`config.mk`:
```
export PLATFORM = sky130hd
export DESIGN_NAME = multdiv_wb_ctrl
export DESIGN_NICKNAME = d
export VERILOG_FILES = /design/src/rtl/multdiv_wb_ctrl.sv
export SDC_FILE = /design/constraint.sdc
export NUM_CORES = 1
export LEC_CHECK = 0
export ABC_AREA = 1
export ABC_CLOCK_PERIOD_IN_PS = 4150
export CORE_MARGIN = 1.5
export CORE_UTILIZATION = 55
export CTS_BUF_LIST = sky130_fd_sc_hd__clkbuf_4
export DETAILED_ROUTE_END_ITERATION = 10
export DONT_BUFFER_PORTS = 1
export PLACE_DENSITY = 0.7
export SLEW_MARGIN = 20
export SYNTH_ARGS = -nofsm -noshare
export SYNTH_HDL_FRONTEND = slang
export SYNTH_SLANG_ARGS = --single-unit
export TNS_END_PERCENT = 20
```
`constraint.sdc`:
```
create_clock -name clock -period 4.15 [get_ports clock]
set_input_delay 0.6225 -clock clock [delete_from_list [all_inputs] [get_ports clock]]
set_output_delay 0.6225 -clock clock [all_outputs]
set_load 0.01 [all_outputs]
```
`src/rtl/multdiv_wb_ctrl.sv`:
```
// Sequences the shared multiply/divide unit: latches an issued op, pulses start,
// waits for ready or timeout, then arbitrates its result onto the regfile write port.
module multdiv_wb_ctrl #(
    parameter int RSTATUS_REG  = 30,
    parameter int MUL_EXC_CODE = 4,
    parameter int DIV_EXC_CODE = 5,
    parameter int TIMEOUT_CODE = 6,
    parameter int MAX_WAIT     = 64
) (
    input  logic        clock,
    input  logic        reset_n,
    input  logic        issue_valid,
    input  logic        issue_is_div,
    input  logic [31:0] issue_a,
    input  logic [31:0] issue_b,
    input  logic [4:0]  issue_rd,
    output logic        stall,
    output logic        md_ctrl_mult,
    output logic        md_ctrl_div,
    output logic [31:0] md_op_a,
    output logic [31:0] md_op_b,
    input  logic [31:0] md_result,
    input  logic        md_exception,
    input  logic        md_ready,
    input  logic        wb_we,
    input  logic [4:0]  wb_rd,
    input  logic [31:0] wb_data,
    output logic        rf_we,
    output logic [4:0]  rf_waddr,
    output logic [31:0] rf_wdata,
    output logic        busy
);
    localparam int CNT_W = (MAX_WAIT > 2) ? $clog2(MAX_WAIT) : 1;
    localparam logic [CNT_W-1:0] CNT_LAST = CNT_W'(MAX_WAIT - 1);

    typedef enum logic [1:0] {S_IDLE, S_START, S_WAIT, S_WRITE} state_t;

    state_t           state_q, state_d;
    logic [31:0]      a_q, a_d, b_q, b_d, result_q, result_d;
    logic [4:0]       rd_q, rd_d;
    logic             is_div_q, is_div_d, exc_q, exc_d, timeout_q, timeout_d;
    logic [CNT_W-1:0] cnt_q, cnt_d;

    logic        port_free;
    logic [4:0]  pend_addr;
    logic [31:0] pend_data;

    // A pipeline write to r0 is a no-op, so it does not block the multdiv write.
    assign port_free = !wb_we || (wb_rd == 5'd0);
    assign pend_addr = (timeout_q || exc_q) ? 5'(RSTATUS_REG) : rd_q;
    assign pend_data = timeout_q ? 32'(TIMEOUT_CODE) :
                       exc_q     ? (is_div_q ? 32'(DIV_EXC_CODE) : 32'(MUL_EXC_CODE)) :
                                   result_q;

    always_ff @(posedge clock or negedge reset_n) begin
        if (!reset_n) begin
            state_q   <= S_IDLE;
            a_q       <= '0;
            b_q       <= '0;
            rd_q      <= '0;
            is_div_q  <= 1'b0;
            result_q  <= '0;
            exc_q     <= 1'b0;
            timeout_q <= 1'b0;
            cnt_q     <= '0;
        end else begin
            state_q   <= state_d;
            a_q       <= a_d;
            b_q       <= b_d;
            rd_q      <= rd_d;
            is_div_q  <= is_div_d;
            result_q  <= result_d;
            exc_q     <= exc_d;
            timeout_q <= timeout_d;
            cnt_q     <= cnt_d;
        end
    end

    always_comb begin
        state_d   = state_q;
        a_d       = a_q;
        b_d       = b_q;
        rd_d      = rd_q;
        is_div_d  = is_div_q;
        result_d  = result_q;
        exc_d     = exc_q;
        timeout_d = timeout_q;
        cnt_d     = cnt_q;
        case (state_q)
            S_IDLE: begin
                if (issue_valid) begin
                    a_d      = issue_a;
                    b_d      = issue_b;
                    rd_d     = issue_rd;
                    is_div_d = issue_is_div;
                    state_d  = S_START;
                end
            end
            S_START: begin
                cnt_d     = '0;
                exc_d     = 1'b0;
                timeout_d = 1'b0;
                state_d   = S_WAIT;
            end
            S_WAIT: begin
                if (md_ready) begin
                    result_d = md_result;
                    exc_d    = md_exception;
                    state_d  = S_WRITE;
                end else if (cnt_q == CNT_LAST) begin
                    timeout_d = 1'b1;
                    state_d   = S_WRITE;
                end else begin
                    cnt_d = cnt_q + 1'b1;
                end
            end
            S_WRITE: begin
                if (port_free) begin
                    state_d = S_IDLE;
                end
            end
            default: state_d = S_IDLE;
        endcase
    end

    always_comb begin
        stall        = 1'b0;
        md_ctrl_mult = 1'b0;
        md_ctrl_div  = 1'b0;
        busy         = (state_q != S_IDLE);
        md_op_a      = a_q;
        md_op_b      = b_q;
        rf_we        = wb_we && (wb_rd != 5'd0);
        rf_waddr     = wb_rd;
        rf_wdata     = wb_data;
        case (state_q)
            S_IDLE:  stall = issue_valid;
            S_START: begin
                stall        = 1'b1;
                md_ctrl_div  = is_div_q;
                md_ctrl_mult = !is_div_q;
            end
            S_WAIT:  stall = 1'b1;
            S_WRITE: begin
                stall = 1'b1;
                if (port_free) begin
                    rf_we    = (pend_addr != 5'd0);
                    rf_waddr = pend_addr;
                    rf_wdata = pend_data;
                end
            end
            default: stall = 1'b0;
        endcase
    end
endmodule

```
==> results.md <==
- Status: completed
- MaxCap Viol Count: 0
- # DRC: 0
- # setup viols final: 0
- CP max FO: 73
- Initial antenna violation count: 1
- Die H: between 90 and 100 um
- Top post-synthesis cells by area: dfrtp_1 54%, mux2_2 15%, nand2_1 13%
- WP data arrival: 2140 ps
- Root buffer cell: clkbuf_4
- Power Internal: 2.36 mW
- I/O Pins: 251
- GPL Wtd Cong: slightly above 0.8
- Final setup TNS: 0 ps
- Area growth syn-to-layout: 3.40%
- Synth area leader: dfrtp_1
- Overall routing resource usage: ~21%
- CTS HTree Levels: 3
- Total core area: 9150 um^2
- Cts repair resizes: 0
- Initial cell density of the core: about 56%
- Max Fclk: 0.361 GHz
- Post-route ant nets: 0
- Hpwl dp: ~8 mm
- Final net count: ~660
- Worst slew margin: 53.8%
- CTS tree: yes
- Synth Cell Area: 5150 um^2
- Num rows: 35
- Clock skew: between 20 and 25 ps
- CP peak stage delay: ~540 ps
- Req. time, crit path: about 3500 ps
- Compound-Gate Fraction of Synth Area: 4.98%
- Post-synthesis xor/xnor area fraction: 0.340%
- Number of port buffers: 0
- Max Slew Vio Count: 0
- Unique masters post-synth: 28
- Register area share after synthesis: roughly 54%
- Via count: around 3.4k
- Clock buffer count from CTS: 9
- Reg power frac: between 50% and 60%
- First-pass DRT Iterations: 4
- Slowest-stage cell, CP: nand2_4
- Die X: about 100 um
- Final Util: 58.2%
- Reg area: 2800 um^2
- Clock share of power: around an eighth
- CP endpoint kind: primary output
- Switching pwr: ~1.7 mW
- 1st-iter DRT viols: roughly 130
- Multiplexer area fraction after synthesis: between 15 and 20%
- Grt total ovfl: 0
- Setup ws final: 1380 ps
- Global-route wire length before repair: around 16 mm
- Mapped Cells: 513
- Filler cell count: approximately 800
- Vias in the first global route: approximately 3.4k
- Least-Margin Pin Slew: ~690 ps
- Hold Slack: ~64 ps
- Power per cell area: roughly 760 nW/um^2
- CP Cell Sequence: ha_1 > nand2_4 > nand2_1 > o21ai_2 > inv_1
- Avg Inst Size Synth: ~10 um^2
- RSZ-0062 raised after global routing: no
- Yosys top cell area share: a little over half
- Vias per inst: 5.47
- Final instance area: roughly 5300 um^2
- Worst VDD drop: 410 uV
- Largest family of logic cells by synthesized area: simple AND/OR/NAND/NOR gates
- Routed wire length: ~11 mm
- CTS Buffer Depth: 2
- Net count after synthesis: between 600 and 700
- Hold Violations, Final: 0
- Placed inst area: about 5200 um^2
- Pre-CTS worst setup slack: ~1700 ps
- Largest net degree at the start of global routing: 113
- Synth Area in Simple Gates: between 10% and 20%
- Crit Path Category: flop to primary output
- P_leak: roughly 2.6 nW
- Comb power frac: between 30% and 40%
- Worst-Skew Late Latency: ~450 ps
- Worst-path clk slew: approximately 190 ps
- Synth Area in Adders: 1.46%
- Min-Delay Path Class: input pin to async pin
- Synthesis-stage register bit count: about 110
- Fin crit period: roughly 2800 ps
- Setup crit start kind: flop
- YS warnings: 0
- Die area: roughly 10000 um^2
- Share of layout cells above drive strength 1: 22.0%
- Switching Fraction: between 40% and 50%
- Avg WL per Cell: 17.3 um
- Multi-input gate area in the final layout: between 2000 and 2500 um^2
- Clock Sinks: 112
- Diodes inserted: 0
- Period utilization: 66.7%
final cells by class:
cell class                      count  area share (%)
Clock inverter                      7            1.34
Inverter                           27            1.95
Multi-Input combinational cell    351            39.2
Sequential cell                   112            52.6
Tap cell                          111            2.61
Timing Repair Buffer                4           0.940
Clock buffer                        9            1.27
stage by stage:
| step | power (mW) | cells |
|---|---|---|
| after floorplan | 3.24 | 513 |
| after global placement | 3.46 | 604 |
| after detailed placement | 3.53 | 604 |
| after CTS | 4.09 | 621 |
| after global routing | 4.34 | 621 |
| final | 4.03 | 621 |
power groups by stage:
stage / Sequential [mW] / Combinational (mW) / Clock [mW]
2_1_floorplan: 2.01 / 1.23 / 0
3_3_place_gp: 2.13 / 1.33 / 0
3_5_place_dp: 2.14 / 1.40 / 0
4_1_cts: 2.12 / 1.42 / 0.545
5_1_grt: 2.17 / 1.58 / 0.587
6_report: 2.11 / 1.40 / 0.526
cell usage after synthesis, drive strengths merged:
cell and number:
nand4 3, inv 27, nor2 14, buf 20
or2 3, dfrtp 112, nand2 191, a21oi 4
ha 6, xnor2 1, clkbuf 3, nor3 1
o21ai 42, nand3 16, xor2 1, mux2 69
layout by cell type (no fill, tap or decap), types with 4 or more instances in the layout:
master / Yosys / final
a21oi_1: 4 / 4
clkbuf_4: 0 / 9
dfrtp_1: 112 / 112
ha_1: 6 / 6
inv_1: 25 / 25
mux2_2: 69 / 69
nand2_1: 184 / 183
nand2_4: 5 / 5
nand3_1: 15 / 15
nor2_1: 11 / 11
o21ai_1: 32 / 32
o21ai_2: 7 / 7
registers in the layout, indices dropped and copies added, names as in the netlist:
signal and flops:
exc_q 1, timeout_q 1, md_op_a 32, state_q 2, result_q 32, cnt_q 6, is_div_q 1, rd_q 5
md_op_b 32
critical path, delay by kind of cell (launching register included):
family                   cells  cell delay (ps)
AO/OA/AOI/OAI                1              110
adder cells (fa/ha/maj)      1              290
AND/OR/NAND/NOR              2              730
flip-flops                   1              450
buffers and inverters        1              110
kinds of logic after synthesis:
logic type,count (synthesis)
mux,69
buf+inv,50
flops,112
fa+ha+maj,6
xor+xnor,2
simple gates,228
compound gates,46
layer usage:
| metal | share of wire [%] | track usage, % | up-vias |
|---|---|---|---|
| met4 | 1.5 | 7.15 | 0 |
| met3 | 10 | 7.66 | 17 |
| li1 | - | - | 1639 |
| met5 | 0 | 0 | - |
| met2 | 49 | 36.7 | 168 |
| met1 | 39 | 25.1 | 1575 |
timing repair:
item	CTS	global route
hold endpoints to repair	112	0
hold buffers	1	0
setup buffers	0	0
worst paths after layout:
| kind | start | end | slack, ps | depth (start not counted) |
|---|---|---|---|---|
| setup / recovery | state_q[0]$_DFFE_PN0P_ | rf_waddr[4] | 1380 | 5 |
| hold / removal | reset_n | result_q[6]$_DFFE_PN0P_ | 60 | 1 |
| setup reg to reg | state_q[0]$_DFFE_PN0P_ | cnt_q[3]$_DFFE_PN0P_ | 2040 | 9 |
| hold reg to reg | result_q[2]$_DFFE_PN0P_ | result_q[2]$_DFFE_PN0P_ | 490 | 2 |
| max in group asynchronous | reset_n | cnt_q[1]$_DFFE_PN0P_ | 3650 | 1 |
| min in group clock | md_result[9] | result_q[9]$_DFFE_PN0P_ | 270 | 2 |
Power figures use the tool's default switching activity.
